[config.mk]
export PLATFORM = sky130hd
export DESIGN_NAME = cells_update_engine
export DESIGN_NICKNAME = d
export VERILOG_FILES = /design/src/rtl/cells_pkg.sv /design/src/rtl/cell_scan_counter.sv /design/src/rtl/cells_update_engine.sv
export SDC_FILE = /design/constraint.sdc
export NUM_CORES = 1
export LEC_CHECK = 0
export CAP_MARGIN = 20
export CELL_PAD_IN_SITES_DETAIL_PLACEMENT = 0
export CELL_PAD_IN_SITES_GLOBAL_PLACEMENT = 1
export CORE_MARGIN = 1
export CORE_UTILIZATION = 42
export CTS_CLUSTER_SIZE = 30
export DETAILED_ROUTE_END_ITERATION = 6
export GPL_TIMING_DRIVEN = 0
export PLACE_DENSITY = 0.91
export SETUP_SLACK_MARGIN = 0.15
export SLEW_MARGIN = 20
export SYNTH_ARGS = -nofsm -noshare
export SYNTH_HDL_FRONTEND = slang
export SYNTH_SLANG_ARGS = --single-unit
[constraint.sdc]
create_clock -name clk_i -period 5.2 [get_ports clk_i]
set_input_delay 1.04 -clock clk_i [delete_from_list [all_inputs] [get_ports clk_i]]
set_output_delay 1.04 -clock clk_i [all_outputs]
set_load 0.05 [all_outputs]
[src/rtl/cells_pkg.sv]
// cells_pkg: cell codes, engine states and the neighbour-candidate ordering
// shared by the falling-sand update engine.
package cells_pkg;

    typedef enum logic [1:0] {EMPTY = 2'd0, SAND = 2'd1, WATER = 2'd2, STONE = 2'd3} cell_t;
    typedef enum logic [1:0] {IDLE, BASE, PROBE, DONE} state_e;
    typedef enum logic [2:0] {DOWN, DOWN_L, DOWN_R, LEFT, RIGHT} cand_e;

    localparam int SAND_CANDS  = 3;
    localparam int WATER_CANDS = 5;

    // Slot order is down, down-first, down-second, first, second; dir picks the first side.
    function automatic cand_e slot_cand(input logic [2:0] slot, input logic dir);
        return slot == 3'd0 ? DOWN :
               slot == 3'd1 ? (dir ? DOWN_R : DOWN_L) :
               slot == 3'd2 ? (dir ? DOWN_L : DOWN_R) :
               slot == 3'd3 ? (dir ? RIGHT : LEFT) :
                              (dir ? LEFT : RIGHT);
    endfunction

    function automatic logic skipped(input cand_e c, input logic bottom, input logic left, input logic right);
        return (bottom && (c == DOWN || c == DOWN_L || c == DOWN_R)) ||
               (left && (c == DOWN_L || c == LEFT)) ||
               (right && (c == DOWN_R || c == RIGHT));
    endfunction

    // Lowest slot in [from, limit) that is not cut off by an edge; limit means none left.
    function automatic logic [2:0] first_live_slot(input logic [2:0] from, input logic [2:0] limit,
                                                   input logic dir, input logic bottom,
                                                   input logic left, input logic right);
        logic [2:0] r;
        r = limit;
        for (int i = 4; i >= 0; i--)
            if (3'(i) >= from && 3'(i) < limit && !skipped(slot_cand(3'(i), dir), bottom, left, right))
                r = 3'(i);
        return r;
    endfunction

endpackage

[src/rtl/cell_scan_counter.sv]
// cell_scan_counter: row, column and linear address counters that walk the
// grid in raster order, with edge flags for the current cell.
module cell_scan_counter #(
    parameter int ACTIVE_COLUMNS = 640,
    parameter int ACTIVE_ROWS    = 480,
    parameter int ADDR_WIDTH     = $clog2(ACTIVE_COLUMNS * ACTIVE_ROWS)
) (
    input  logic                  clk_i,
    input  logic                  reset_ni,
    input  logic                  clear,
    input  logic                  step,
    output logic [ADDR_WIDTH-1:0] addr,
    output logic                  last_cell,
    output logic                  at_bottom,
    output logic                  at_left_edge,
    output logic                  at_right_edge
);
    localparam int COL_W = $clog2(ACTIVE_COLUMNS);
    localparam int ROW_W = $clog2(ACTIVE_ROWS);

    logic [COL_W-1:0]      col_q, col_d;
    logic [ROW_W-1:0]      row_q, row_d;
    logic [ADDR_WIDTH-1:0] addr_q, addr_d;

    assign at_left_edge  = col_q == '0;
    assign at_right_edge = col_q == COL_W'(ACTIVE_COLUMNS - 1);
    assign at_bottom     = row_q == ROW_W'(ACTIVE_ROWS - 1);
    assign last_cell     = at_bottom && at_right_edge;
    assign addr          = addr_q;

    always_comb begin
        col_d  = clear ? '0 : step ? (at_right_edge ? '0 : col_q + 1'b1) : col_q;
        row_d  = clear ? '0 : (step && at_right_edge) ? row_q + 1'b1 : row_q;
        addr_d = clear ? '0 : step ? addr_q + 1'b1 : addr_q;
    end

    always_ff @(posedge clk_i or negedge reset_ni)
        if (!reset_ni) begin
            col_q  <= '0;
            row_q  <= '0;
            addr_q <= '0;
        end else begin
            col_q  <= col_d;
            row_q  <= row_d;
            addr_q <= addr_d;
        end

endmodule

[src/rtl/cells_update_engine.sv]
// cells_update_engine: one raster pass per frame moving sand/water cells from
// the current frame (VRAM) into the next frame (RAM) with per-material rules.
module cells_update_engine
    import cells_pkg::*;
#(
    parameter int ACTIVE_COLUMNS = 640,
    parameter int ACTIVE_ROWS    = 480,
    parameter int ADDR_WIDTH     = $clog2(ACTIVE_COLUMNS * ACTIVE_ROWS),
    parameter int DATA_WIDTH     = 2
) (
    input  logic                  clk_i,
    input  logic                  reset_ni,
    input  logic                  start_i,
    output logic                  busy_o,
    output logic                  done_o,
    output logic [ADDR_WIDTH-1:0] vram_rd_address_o,
    input  logic [DATA_WIDTH-1:0] vram_rd_data,
    output logic [ADDR_WIDTH-1:0] ram_rd_address_o,
    input  logic [DATA_WIDTH-1:0] ram_rd_data,
    output logic [ADDR_WIDTH-1:0] vram_wr_address_o,
    output logic [DATA_WIDTH-1:0] vram_wr_data_o,
    output logic                  vram_wr_en_o,
    output logic [ADDR_WIDTH-1:0] ram_wr_address_o,
    output logic [DATA_WIDTH-1:0] ram_wr_data_o,
    output logic                  ram_wr_en_o
);
    state_e                state_q, state_d;
    logic [2:0]            cand_q, cand_d;
    cell_t                 code_q, code_d;
    logic                  dir_q, dir_d;
    logic                  clear, resolve, last_cell, at_bottom, at_left, at_right, occupied;
    logic [ADDR_WIDTH-1:0] base, rd_addr, probe_addr, hit_addr;
    logic [2:0]            limit, next_slot;
    cell_t                 cur;

    cell_scan_counter #(
        .ACTIVE_COLUMNS(ACTIVE_COLUMNS),
        .ACTIVE_ROWS   (ACTIVE_ROWS),
        .ADDR_WIDTH    (ADDR_WIDTH)
    ) u_scan (
        .clk_i        (clk_i),
        .reset_ni     (reset_ni),
        .clear        (clear),
        .step         (resolve),
        .addr         (base),
        .last_cell    (last_cell),
        .at_bottom    (at_bottom),
        .at_left_edge (at_left),
        .at_right_edge(at_right)
    );

    function automatic logic [ADDR_WIDTH-1:0] neighbour(input cand_e c, input logic [ADDR_WIDTH-1:0] b);
        logic [ADDR_WIDTH-1:0] below;
        below = b + ADDR_WIDTH'(ACTIVE_COLUMNS);
        return c == DOWN ? below : c == DOWN_L ? below - 1'b1 : c == DOWN_R ? below + 1'b1 :
               c == LEFT ? b - 1'b1 : b + 1'b1;
    endfunction

    // In BASE the code arrives straight from VRAM; while probing it comes from the latch.
    assign cur        = state_q == PROBE ? code_q : cell_t'(vram_rd_data[1:0]);
    assign limit      = cur == SAND ? 3'(SAND_CANDS) : cur == WATER ? 3'(WATER_CANDS) : 3'd0;
    assign next_slot  = first_live_slot(state_q == PROBE ? cand_q + 3'd1 : 3'd0, limit, dir_q,
                                        at_bottom, at_left, at_right);
    assign probe_addr = neighbour(slot_cand(next_slot, dir_q), base);
    assign hit_addr   = neighbour(slot_cand(cand_q, dir_q), base);
    assign occupied   = vram_rd_data != '0 || ram_rd_data != '0;
    assign busy_o            = state_q != IDLE;
    assign vram_rd_address_o = rd_addr;
    assign ram_rd_address_o  = rd_addr;

    always_comb begin
        state_d           = state_q;
        cand_d            = cand_q;
        code_d            = code_q;
        dir_d             = dir_q;
        clear             = 1'b0;
        resolve           = 1'b0;
        done_o            = 1'b0;
        rd_addr           = '0;
        vram_wr_en_o      = 1'b0;
        vram_wr_address_o = '0;
        vram_wr_data_o    = '0;
        ram_wr_en_o       = 1'b0;
        ram_wr_address_o  = '0;
        ram_wr_data_o     = '0;
        case (state_q)
            IDLE: if (start_i) begin
                clear   = 1'b1;
                state_d = BASE;
            end
            BASE, PROBE: begin
                if (state_q == PROBE && !occupied) begin
                    resolve           = 1'b1;
                    vram_wr_en_o      = 1'b1;
                    vram_wr_address_o = base;
                    ram_wr_en_o       = 1'b1;
                    ram_wr_address_o  = hit_addr;
                    ram_wr_data_o     = DATA_WIDTH'(cur);
                end else if (next_slot == limit) begin
                    resolve          = 1'b1;
                    ram_wr_en_o      = cur != EMPTY;
                    ram_wr_address_o = base;
                    ram_wr_data_o    = DATA_WIDTH'(cur);
                end else begin
                    cand_d  = next_slot;
                    code_d  = cur;
                    rd_addr = probe_addr;
                    state_d = PROBE;
                end
                if (resolve) begin
                    rd_addr = base + 1'b1;
                    state_d = last_cell ? DONE : BASE;
                end
            end
            DONE: begin
                done_o  = 1'b1;
                dir_d   = ~dir_q;
                state_d = IDLE;
            end
            default: state_d = IDLE;
        endcase
    end

    always_ff @(posedge clk_i or negedge reset_ni)
        if (!reset_ni) begin
            state_q <= IDLE;
            cand_q  <= '0;
            code_q  <= EMPTY;
            dir_q   <= 1'b0;
        end else begin
            state_q <= state_d;
            cand_q  <= cand_d;
            code_q  <= code_d;
            dir_q   <= dir_d;
        end

endmodule
==> out/results.tsv, run 1 <==
metric	value	unit
syn_avg_cell_area	7.295	um^2
drtIter0Drc	1173	
grtUsageTotal	0.3741	
critPathMaxFanout	5	
ys_seq_area_frac	0.1654	
hpwl	22470	um
reg2reg_depth	17	
hold_path_depth	2	
async_flop_share	1.000	
syn_inst	954	
r2r_start	state_q[0]	
status	finished with violations	
drv_slew	0	
timing.rr.end	u_scan.row_q[3]	
tightestPinTransition	1.062	ns
routed_wl	33020	um
fin_ws	-0.02273	ns
critical-path-top-delay-family	compound AO/OA/AOI/OAI gates	
instances_no_fill	1335	
fin_crit	5.223	ns
yosysWarnings	0	
num_antenna_cells	0	
drive_above_1_share	0.3181	
holdWs	0.5563	ns
path_cells	buf_6 > mux2i_4 > inv_2 > ha_4 > inv_4 > o221ai_4 > o211ai_1 > buf_4 > a211oi_4 > nor2_4 > buf_12 > o32a_4 > buf_12 > buf_16 > o211ai_1 > o211ai_1 > a221oi_4 > buf_6 > buf_8	
drtPass1Iterations	6	
hold_viol_final	0	
cts.sinks	46	
grt_overflow_total	0	
hp-class	reg -> reg	
ctsHoldBuffers	0	
antenna_found_initial	0	
grt_max_degree	47	
layout.nets	1148	
r2r_slack	1.50	ns
clk_pin_slew_worst_paths	0.07	ns
drcViolationCount	0	
routedWlPerCell	24.73	um
cap_violations	0	
clock_path_buffers	2	
syn2layout_area_growth	45.43	%
port-buffer-count	88	
min_to	u_scan.row_q[8]	
grt_pass1_wl	47010	um
setup.worst_path.start_class	input pin	
placed_cells	1259	
critPathBufInv	9	
first_global_vias	7877	
via_count	8876	
ys.flop_type	dfrtp_1	
cts_root_buffer	clkbuf_16	
hold_path.startpoint	u_scan.row_q[8]	
syn_area	6959	um^2
die_w	130.7	um
worst-setup-path-type	in -> out	
avgViaCountPerCell	6.649	
yosys.cell_types.count	95	
max_stage_delay	0.37	ns
synth-seq-cells	46	
synth-edff-count	0	
die_h	130.7	um
cts_buffers	5	
end_kind	output port	
worst_path_max_delay_cell	o32a_4	
antenna_left	0	
fmaxAchievable	191.5	MHz
row_count	46	
die_area	17090	um^2
core-area	16060	um^2
nFillCells	1418	
required	4.16	ns
fin_util	0.6303	
insertion_delay	0.31	ns
ios	91	
worstPathArrival	4.18	ns
violations	negative setup slack	
multi_input_area	6072	um^2
crit_top_cell	o211ai_1	
place.gp.congestion	0.9787	
regArea	1156	um^2
setup_viol	4	
start_util	0.4334	
slew_headroom	0.2872	
grt_setup_unrepaired	yes	
tritoncts	yes	
cts.htree.levels	2	
clock_skew	0.01105	ns
min_period_over_period	1.004	
-- flip-flops by register name, indices dropped and copies added (netlist names) --
| signal | flops |
|---|---|
| cand_q | 3 |
| state_q | 2 |
| u_scan.addr | 19 |
| dir_q | 1 |
| code_q | 2 |
| u_scan.col_q | 10 |
| u_scan.row_q | 9 |
-- synth_stat cells (14+ instances only) --
library cell	number	area share
buf_2	21	0.015
inv_1	28	0.015
o21ai_0	55	0.040
nor2_1	86	0.046
o211ai_1	23	0.025
xor2_1	29	0.036
clkbuf_1	47	0.025
nand4_1	14	0.013
nand2_1	78	0.042
xnor2_1	38	0.048
o21ai_1	15	0.011
ha_1	23	0.041
dfrtp_1	46	0.17
or4_1	14	0.015
a21oi_1	62	0.045
or3_1	20	0.018
nand3_1	45	0.032
nor3_1	31	0.022
buf_4	21	0.023
and3_1	22	0.020
-- worst reg2reg max path: stages (launching register included) --
cell      delay (ns)
dfrtp_1         0.40
inv_2           0.12
ha_4            0.19
mux2i_4         0.24
inv_2           0.08
ha_4            0.29
inv_4           0.05
o21ai_4         0.10
o21ba_4         0.22
a211oi_1        0.44
a311oi_4        0.09
a22oi_2         0.19
buf_6           0.16
buf_4           0.12
o211ai_1        0.11
clkbuf_1        0.25
or3_1           0.40
a21oi_1         0.17
-- cells by family (layout without fill, tap and decap cells) --
group	count (synthesis)	in the layout	synth area share
DFF	46	46	0.1654
adders and majority gates	23	23	0.04135
buffers and inverters	129	293	0.09008
muxes	13	13	0.01906
xor gates and xnor gates	67	67	0.08432
AOI/OAI and AO/OA	294	294	0.3141
and+or+nand+nor	381	381	0.2851
other	1	2	0.0005389
-- per-layer routing --
layer,vias up,part of all wire,global-route usage
met1,4219,0.41,0.5181
li1,3861,-,-
met3,140,0.12,0.07858
met2,656,0.43,0.5537
met4,0,0.050,0.1744
met5,-,0,0
-- how the worst max path moves through the flow --
| stage | from | end | slack (ns) | cells past startpoint |
|---|---|---|---|---|
| floorplan | vram_rd_data[1] | vram_rd_address_o[10] | -0.03 | 14 |
| global placement | vram_rd_data[1] | vram_rd_address_o[0] | -1.69 | 16 |
| detailed placement | vram_rd_data[1] | vram_rd_address_o[0] | -1.71 | 16 |
| CTS | vram_rd_data[1] | vram_rd_address_o[12] | 0.002 | 19 |
| global route | vram_rd_data[1] | vram_rd_address_o[9] | -0.16 | 17 |
| finish | vram_rd_data[1] | vram_rd_address_o[12] | -0.02 | 19 |
-- placed cells by master, fill, tap and decap left out, types with 8 or more instances in the layout --
cell type / Yosys / final
a211oi_4: 0 / 8
a21oi_1: 62 / 54
and2_1: 10 / 9
and3_1: 22 / 22
buf_12: 0 / 11
buf_2: 21 / 22
buf_4: 21 / 56
buf_6: 5 / 54
buf_8: 0 / 22
clkbuf_1: 47 / 34
clkbuf_2: 0 / 15
clkdlybuf4s15_2: 0 / 12
clkdlybuf4s50_1: 0 / 10
dfrtp_1: 46 / 42
ha_1: 23 / 17
inv_1: 28 / 25
mux2i_1: 11 / 8
nand2_1: 78 / 72
nand3_1: 45 / 41
nand4_1: 14 / 14
nor2_1: 86 / 80
nor2b_1: 10 / 9
nor3_1: 31 / 23
o211ai_1: 23 / 23
o21ai_0: 55 / 48
o21ai_1: 15 / 12
o21ai_2: 3 / 10
o221ai_1: 8 / 8
or3_1: 20 / 20
or4_1: 14 / 13
xnor2_1: 38 / 35
xor2_1: 29 / 26
-- layout make-up --
class,count,area share
tap,216,0.02670
buffer,101,0.07244
inverter,28,0.01063
timing repair buffer,156,0.1608
sequential,46,0.1142
clock buffer,5,0.01236
clock inverter,3,0.002843
multi-input combinational,780,0.5999
-- through the flow --
step / setup slack (ns) / TNS [ns] / instance area, um^2
final: -0.02273 / -0.04667 / 10120
after global routing: -0.1616 / -1.489 / 10120
after CTS: 0.002497 / 0 / 9390
after detailed placement: -1.706 / -89.75 / 8466
after global placement: -1.686 / -87.35 / 8467
after floorplan: -0.02736 / -0.02736 / 7316
-- timing repair --
action                                 4_1_cts  5_1_grt
gates resized for setup                    434      182
endpoints found under the hold margin        0        0
pin swaps                                   44       50
setup endpoints to repair                   80       73
buffers inserted                            43       20
gates cloned                                 3        2
Power of run 1 is not shown: default switching activity piles up to over one toggle a cycle in this logic, so the estimate is an artifact.
==> run 2, diff against run 1 <==
Settings changed: CORE_UTILIZATION 42 to 40, DONT_BUFFER_PORTS set to 1, PLACE_DENSITY 0.91 to 0.78.
==> out/results.tsv, run 2 (synthesis gave the netlist of run 1 again) <==
metric	value	unit
status	finished with violations	
violations	negative setup slack	
reg2reg_depth	17	
core-area	16760	um^2
critPathMaxFanout	7	
insertion_delay	0.31	ns
layout_common_cells	72 x nand2_1, 65 x nor2_1, 55 x buf_4, 52 x o21ai_0, 48 x buf_6	
row_count	47	
end_kind	output port	
tightestPinTransition	1.171	ns
r2r_start	state_q[0]	
routedWlPerCell	25.52	um
worstPathArrival	4.45	ns
fin_ws	-0.2880	ns
setup.worst_path.start_class	flip-flop	
clock_path_buffers	2	
grt_setup_unrepaired	yes	
grt_max_degree	47	
fmaxAchievable	182.2	MHz
tritoncts	yes	
drtPass1Iterations	7	
syn2layout_area_growth	35.67	%
worst-setup-path-type	reg -> out	
hold_viol_final	0	
antenna_left	0	
crit_path_start	state_q[0]	
r2r_slack	1.54	ns
slew_headroom	0.2191	
clock_skew	0.008339	ns
drive_above_1_share	0.3074	
start_util	0.4152	
hp-class	in -> async	
via_count	8412	
largest_register_ffs	19	
die_area	17930	um^2
min_period_over_period	1.055	
hpwl	22070	um
avgViaCountPerCell	6.671	
ios	91	
timing.rr.end	u_scan.addr[12]	
die_w	133.9	um
grt_overflow_total	0	
grt_pass1_wl	47130	um
drcViolationCount	0	
first_global_vias	7484	
place.gp.congestion	0.9859	
cts.htree.levels	2	
routed_wl	32180	um
cts.sinks	46	
dpl_worst_slack	-0.9546	ns
setup_viol	18	
port-buffer-count	0	
cts_root_buffer	clkbuf_16	
die_h	133.9	um
layout.nets	1070	
cap_violations	0	
drv_slew	0	
crit_path_end	vram_rd_address_o[12]	
ctsHoldBuffers	0	
fin_crit	5.488	ns
antenna_found_initial	0	
final_common_cell	nand2_1	
required	4.16	ns
finalSetupTns	-2.942	ns
grtUsageTotal	0.3480	
num_antenna_cells	0	
clk_pin_slew_worst_paths	0.08	ns
cts_buffers	5	
drtIter0Drc	1033	
## run 2: how the worst min path moves through the flow
stage,startpoint,to,slack [ns],cells past startpoint
6_report,reset_ni,u_scan.col_q[3],0.41,0
5_1_grt,reset_ni,u_scan.row_q[2],0.41,0
4_1_cts,reset_ni,u_scan.row_q[0],0.41,0
3_5_place_dp,u_scan.row_q[8],u_scan.row_q[8],0.54,2
3_3_place_gp,u_scan.row_q[8],u_scan.row_q[8],0.53,2
2_1_floorplan,u_scan.row_q[8],u_scan.row_q[8],0.51,2
## run 2: what timing repair did
action	4_1_cts	5_1_grt
gates resized for setup	151	91
cloned	1	1
setup buffers	37	39
pin swaps	45	33
setup endpoints to repair	68	68
## run 2: worst max-delay path: stages, from the launching register on
cell	delay (ns)
dfrtp_1	0.42
inv_4	0.10
ha_4	0.16
mux2i_4	0.24
inv_2	0.08
ha_4	0.24
inv_6	0.08
o21ai_4	0.10
o21ba_4	0.29
nand2_4	0.08
buf_6	0.14
o31a_1	0.12
buf_4	0.15
buf_6	0.12
o32a_1	0.27
buf_6	0.16
buf_8	0.13
o211ai_1	0.15
o211ai_1	0.18
a221oi_4	0.67
buf_6	0.25
## run 2: cell type report
| class | count | area, um^2 |
|---|---|---|
| sequential | 46 | 1155 |
| fill | 1563 | 7318 |
| timing repair buffer | 78 | 715.7 |
| clock inverter | 3 | 28.78 |
| multi-input combinational | 780 | 6312 |
| tap | 220 | 275.3 |
| clock buffer | 5 | 125.1 |
| inverter | 28 | 112.6 |
| buffer | 101 | 716.9 |
## run 2: layer usage
metal	share of wire	global-route usage	vias up	wire [um]
li1	-	-	3711	-
met1	0.41	0.4861	4064	13220
met2	0.45	0.5423	552	14460
met3	0.11	0.05745	85	3408
met4	0.034	0.1117	0	1095
met5	0	0	-	0
## run 2: through the flow
step / utilization / cell area (um^2) / cells / hold WS, ns
after CTS: 0.5208 / 8728 / 1221 / 0.4051
after global routing: 0.5633 / 9442 / 1261 / 0.4069
after floorplan: - / 7316 / 955 / 0.5100
final: 0.5633 / 9442 / 1261 / 0.4129
after global placement: 0.4529 / 7591 / 1175 / 0.5335
after detailed placement: 0.4538 / 7605 / 1175 / 0.5391
Power of run 2 is left out for the same reason.
==> run 3, diff against run 2 <==
Settings changed: CAP_MARGIN 20 to unset.
==> results of run 3 <==
Final layout, timing and power as in run 2 (identical DEF).
Power of run 3 is left out for the same reason.
==> edit 1: new RTL, flow settings as in run 1 <==
Make the reset (`reset_ni`) synchronous in 2 clocked blocks.
--- a/src/rtl/cell_scan_counter.sv
+++ b/src/rtl/cell_scan_counter.sv
@@ -35,5 +35,5 @@
     end
 
-    always_ff @(posedge clk_i or negedge reset_ni)
+    always_ff @(posedge clk_i)
         if (!reset_ni) begin
             col_q  <= '0;
--- a/src/rtl/cells_update_engine.sv
+++ b/src/rtl/cells_update_engine.sv
@@ -122,5 +122,5 @@
     end
 
-    always_ff @(posedge clk_i or negedge reset_ni)
+    always_ff @(posedge clk_i)
         if (!reset_ni) begin
             state_q <= IDLE;
Check against the original RTL: differs if reset_ni is asserted again (counterexample within 4 cycles, from zero or initial values and one cycle with reset_ni low); with reset_ni held inactive, the same outputs for 10 cycles.
==> edit 1 against run 1 <==
  * Routed wire length is 21% lower
  * Design area is 7.2% lower
  * The flow still finishes with violations (setup timing)
  * Sequential cell count stayed put
  * Cell count is 7.3% lower
  * Synthesized area is 14% lower
  * Setup slack worse by 160 ps
  * Critical path depth is 2 lower
  * Highest routed layer unchanged
Power is left out: it rests on default switching activity, and per cell area and clock period it moved more than threefold.
==> edit 1: results (changes against run 1) <==
compound-cell area share of the yosys netlist=0.211 (-0.103); Final nets=1084 (-5.6%); Placer Congestion=0.970 (-0.94%); failing checks=setup timing; Hold Path Origin=u_scan.col_q[1]$_SDFFE_PP0P_; R2R Path Start=state_q[0]$_SDFFE_PN0P_; vias in the first global route=6673 (-15%); Slew headroom=0.327 (+0.0400); ys async rst share=0 (-1.00); Final setup viols=26 (+22); post-DP HPWL=17.7 mm (-21%); Post-CTS Setup Bufs=33 (-23%); drt total wl=26.0 mm (-21%); status=finished, violations left; Reg-to-Reg End=u_scan.row_q[6]$_SDFFE_PP0P_; post-route cell area=9400 sq um (-7.2%); Slowest Stage Delay on Critical Path=410 ps (+40 ps); fraction of layout cells with a size suffix above 1=0.307 (-0.0107); Syn Area/Cell=6.76 sq um (-7.3%); r2r setup slk=1160 ps (-340 ps); post-synthesis sequential area ratio=0.153 (-0.0123); TNS Setup=-2330 ps (-2280 ps); crit-path max FO=8 (+3); Worst Hold End=u_scan.col_q[1]$_SDFFE_PP0P_; largest net degree at the start of global routing=15 (-68%); top cells by area, synth=dfxtp_1 15%, xnor2_1 9.0%, nor2_1 7.4%; Final WS setup=-178 ps (-155 ps); Placed Area=7710 sq um (-8.9%); input/output buffers=87 (-1.1%)
[edit 1: cell types whose count changed after synthesis, sizes merged, moves of 24 or more]
| cell | delta |
|---|---|
| o21ai | -34 |
| dfrtp | -46 |
| dfxtp | +46 |
| nand2 | +24 |
| xnor2 | +24 |
| nor2 | +30 |
[edit 1: layout make-up]
cell class	count	area share
tap	180	0.0240
clock inverter	1	0.000932
clock buffer	7	0.0152
buffer	87	0.0731
inverter	28	0.0117
sequential	46	0.0985
multi-input combinational	730	0.602
timing repair buffer	158	0.174
[edit 1: per-layer routing]
| layer | vias to the layer above | GRT usage | part of all wire |
|---|---|---|---|
| met5 | - | 0 | 0 |
| met4 | 0 | 0.123 | 0.035 |
| met3 | 71 | 0.0698 | 0.11 |
| met2 | 470 | 0.493 | 0.43 |
| met1 | 3618 | 0.481 | 0.43 |
| li1 | 3463 | - | - |
==> edit 2: new RTL, flow settings as in run 1 <==
Made on the original files. `ACTIVE_ROWS` is set to 480 in 2 places; all go to 960.
--- a/src/rtl/cell_scan_counter.sv
+++ b/src/rtl/cell_scan_counter.sv
@@ -3,5 +3,5 @@
 module cell_scan_counter #(
     parameter int ACTIVE_COLUMNS = 640,
-    parameter int ACTIVE_ROWS    = 480,
+    parameter int ACTIVE_ROWS    = 960,
     parameter int ADDR_WIDTH     = $clog2(ACTIVE_COLUMNS * ACTIVE_ROWS)
 ) (
--- a/src/rtl/cells_update_engine.sv
+++ b/src/rtl/cells_update_engine.sv
@@ -5,5 +5,5 @@
 #(
     parameter int ACTIVE_COLUMNS = 640,
-    parameter int ACTIVE_ROWS    = 480,
+    parameter int ACTIVE_ROWS    = 960,
     parameter int ADDR_WIDTH     = $clog2(ACTIVE_COLUMNS * ACTIVE_ROWS),
     parameter int DATA_WIDTH     = 2
Ports: changed (resized ram_rd_address_o, ram_wr_address_o, vram_rd_address_o and vram_wr_address_o); port bits go from 91 to 95. No check against the original RTL was run, so the function may have changed too.
==> edit 2 against run 1 <==
  * The flow still finishes with violations (setup timing)
  * Routed wire length down 3.6%
  * Largest cell class unchanged
  * Die area shrank 0.86%
  * Design area grew 9.2%
  * Setup slack worse by 260 ps
  * Via count shrank 0.54%
  * Synthesized area shrank 0.88%
  * Non-clock buffer count up 34
  * Sequential cell count increased by 2
  * Cell count rose by 3.0%
Power is left out: the tool's default activity adds up to more than one toggle a clock period on the data nets, which glitch-free logic cannot reach.
==> edit 2: results (changes against run 1) <==
Slew headroom=0.306 (+0.0191); top post-synthesis cells by count=112 x nor2_1, 97 x nand2_1, 61 x a21oi_1, 55 x xnor2_1, 54 x clkbuf_1; Final setup viols=40 (+36); vias per cell=6.42 (-3.4%); Final WS setup=-278 ps (-255 ps); Pre-antenna DRT Iters=5 (-1); Reg-to-Reg End=u_scan.addr[13]$_DFFE_PN0P_; Placer Congestion=0.973 (-0.59%); status=finished, violations left; Slowest cell on crit path=or4_4; GRT Resource Usage Total=0.351 (-0.0233); Placed Cells=1270 (+0.87%); crit-path max FO=7 (+2); post-synthesis cell count=959 (+0.52%); failing checks=setup timing; global-route wire length before repair=44.5 mm (-5.4%); input/output buffers=92 (+4.5%); fraction of layout cells with a size suffix above 1=0.346 (+0.0278); Hold Path Origin=u_scan.row_q[5]$_DFFE_PN0P_; family with the most delay on the worst path=simple AND/OR/NAND/NOR gates; Final Skew=7.77 ps (-3.28 ps); max reg flops=20 (+1); worst path arrival time=4440 ps (+260 ps); vias in the first global route=7791 (-1.1%); Reg2Reg Depth=19 (+2); largest net degree at the start of global routing=49 (+4.3%); via count=8828 (-0.54%)
## edit 2: cell count changes after synthesis, moves of 10 or more
| cell | before | now |
|---|---|---|
| and3_1 | 22 | 34 |
| nand2_1 | 78 | 97 |
| nand3_1 | 45 | 32 |
| nor2_1 | 86 | 112 |
| o211ai_1 | 23 | 12 |
| o21ai_1 | 15 | 1 |
| or4_1 | 14 | 4 |
| xnor2_1 | 38 | 55 |
| xor2_1 | 29 | 41 |
## edit 2: layer usage
metal  wire length [um]  share of wire  GRT usage  vias to the layer above
li1                   -              -          -                     3867
met2              14500           0.46      0.569                      620
met3               3220           0.10     0.0455                      162
met1              12000           0.38      0.445                     4179
met4               2130          0.067      0.209                        0
met5                  0              0          0                        -
## edit 2: worst min-delay path, stage by stage, from the launching register on
cell and delay [ps]:
dfrtp_1 350, xnor2_1 120, nor2_1 40
## edit 2: how the worst max path moves through the flow
stage	end	slack [ps]
after floorplan	vram_rd_address_o[15]	-190
after global placement	ram_wr_address_o[1]	-1540
after detailed placement	ram_wr_address_o[1]	-1540
after CTS	vram_rd_address_o[19]	-190
after global routing	vram_rd_address_o[4]	-370
final	vram_rd_address_o[16]	-280
## edit 2: stage by stage
step | hold slack [ps] | setup TNS (ps) | area, sq um | utilization | setup WS [ps]
floorplan | 503 | -941 | 7470 | - | -193
global placement | 521 | -87270 | 8660 | 0.543 | -1540
detailed placement | 536 | -87070 | 8680 | 0.545 | -1540
CTS | 546 | -3440 | 9760 | 0.612 | -192
global route | 576 | -9850 | 11100 | 0.693 | -368
finish | 546 | -5160 | 11100 | 0.693 | -278
## edit 2: area by class of cell
class,count,area (sq um)
timing repair buffer,192,2140
buffer,99,764
tap,216,270
clock buffer,6,129
clock inverter,1,5.00
sequential,48,1200
inverter,23,91.3
multi-input combinational,790,6450
fill,1256,4890
## edit 2: kinds of logic after synthesis
| logic type | share of synthesized area |
|---|---|
| simple gates | 0.306 |
| mux | 0.0210 |
| flops | 0.174 |
| fa+ha+maj | 0.0381 |
| compound gates | 0.255 |
| other cells | 0.000544 |
| xor+xnor | 0.122 |
| buf+inv | 0.0831 |
## edit 2: timing repair
| item | in CTS | in global routing |
|---|---|---|
| cloned | 3 | 2 |
| pin swaps | 46 | 49 |
| hold buffers | 0 | 0 |
| resized for setup | 536 | 222 |
| buffers inserted | 43 | 50 |
| endpoints found under the hold margin | 0 | 0 |
| endpoints found under the setup margin | 71 | 71 |
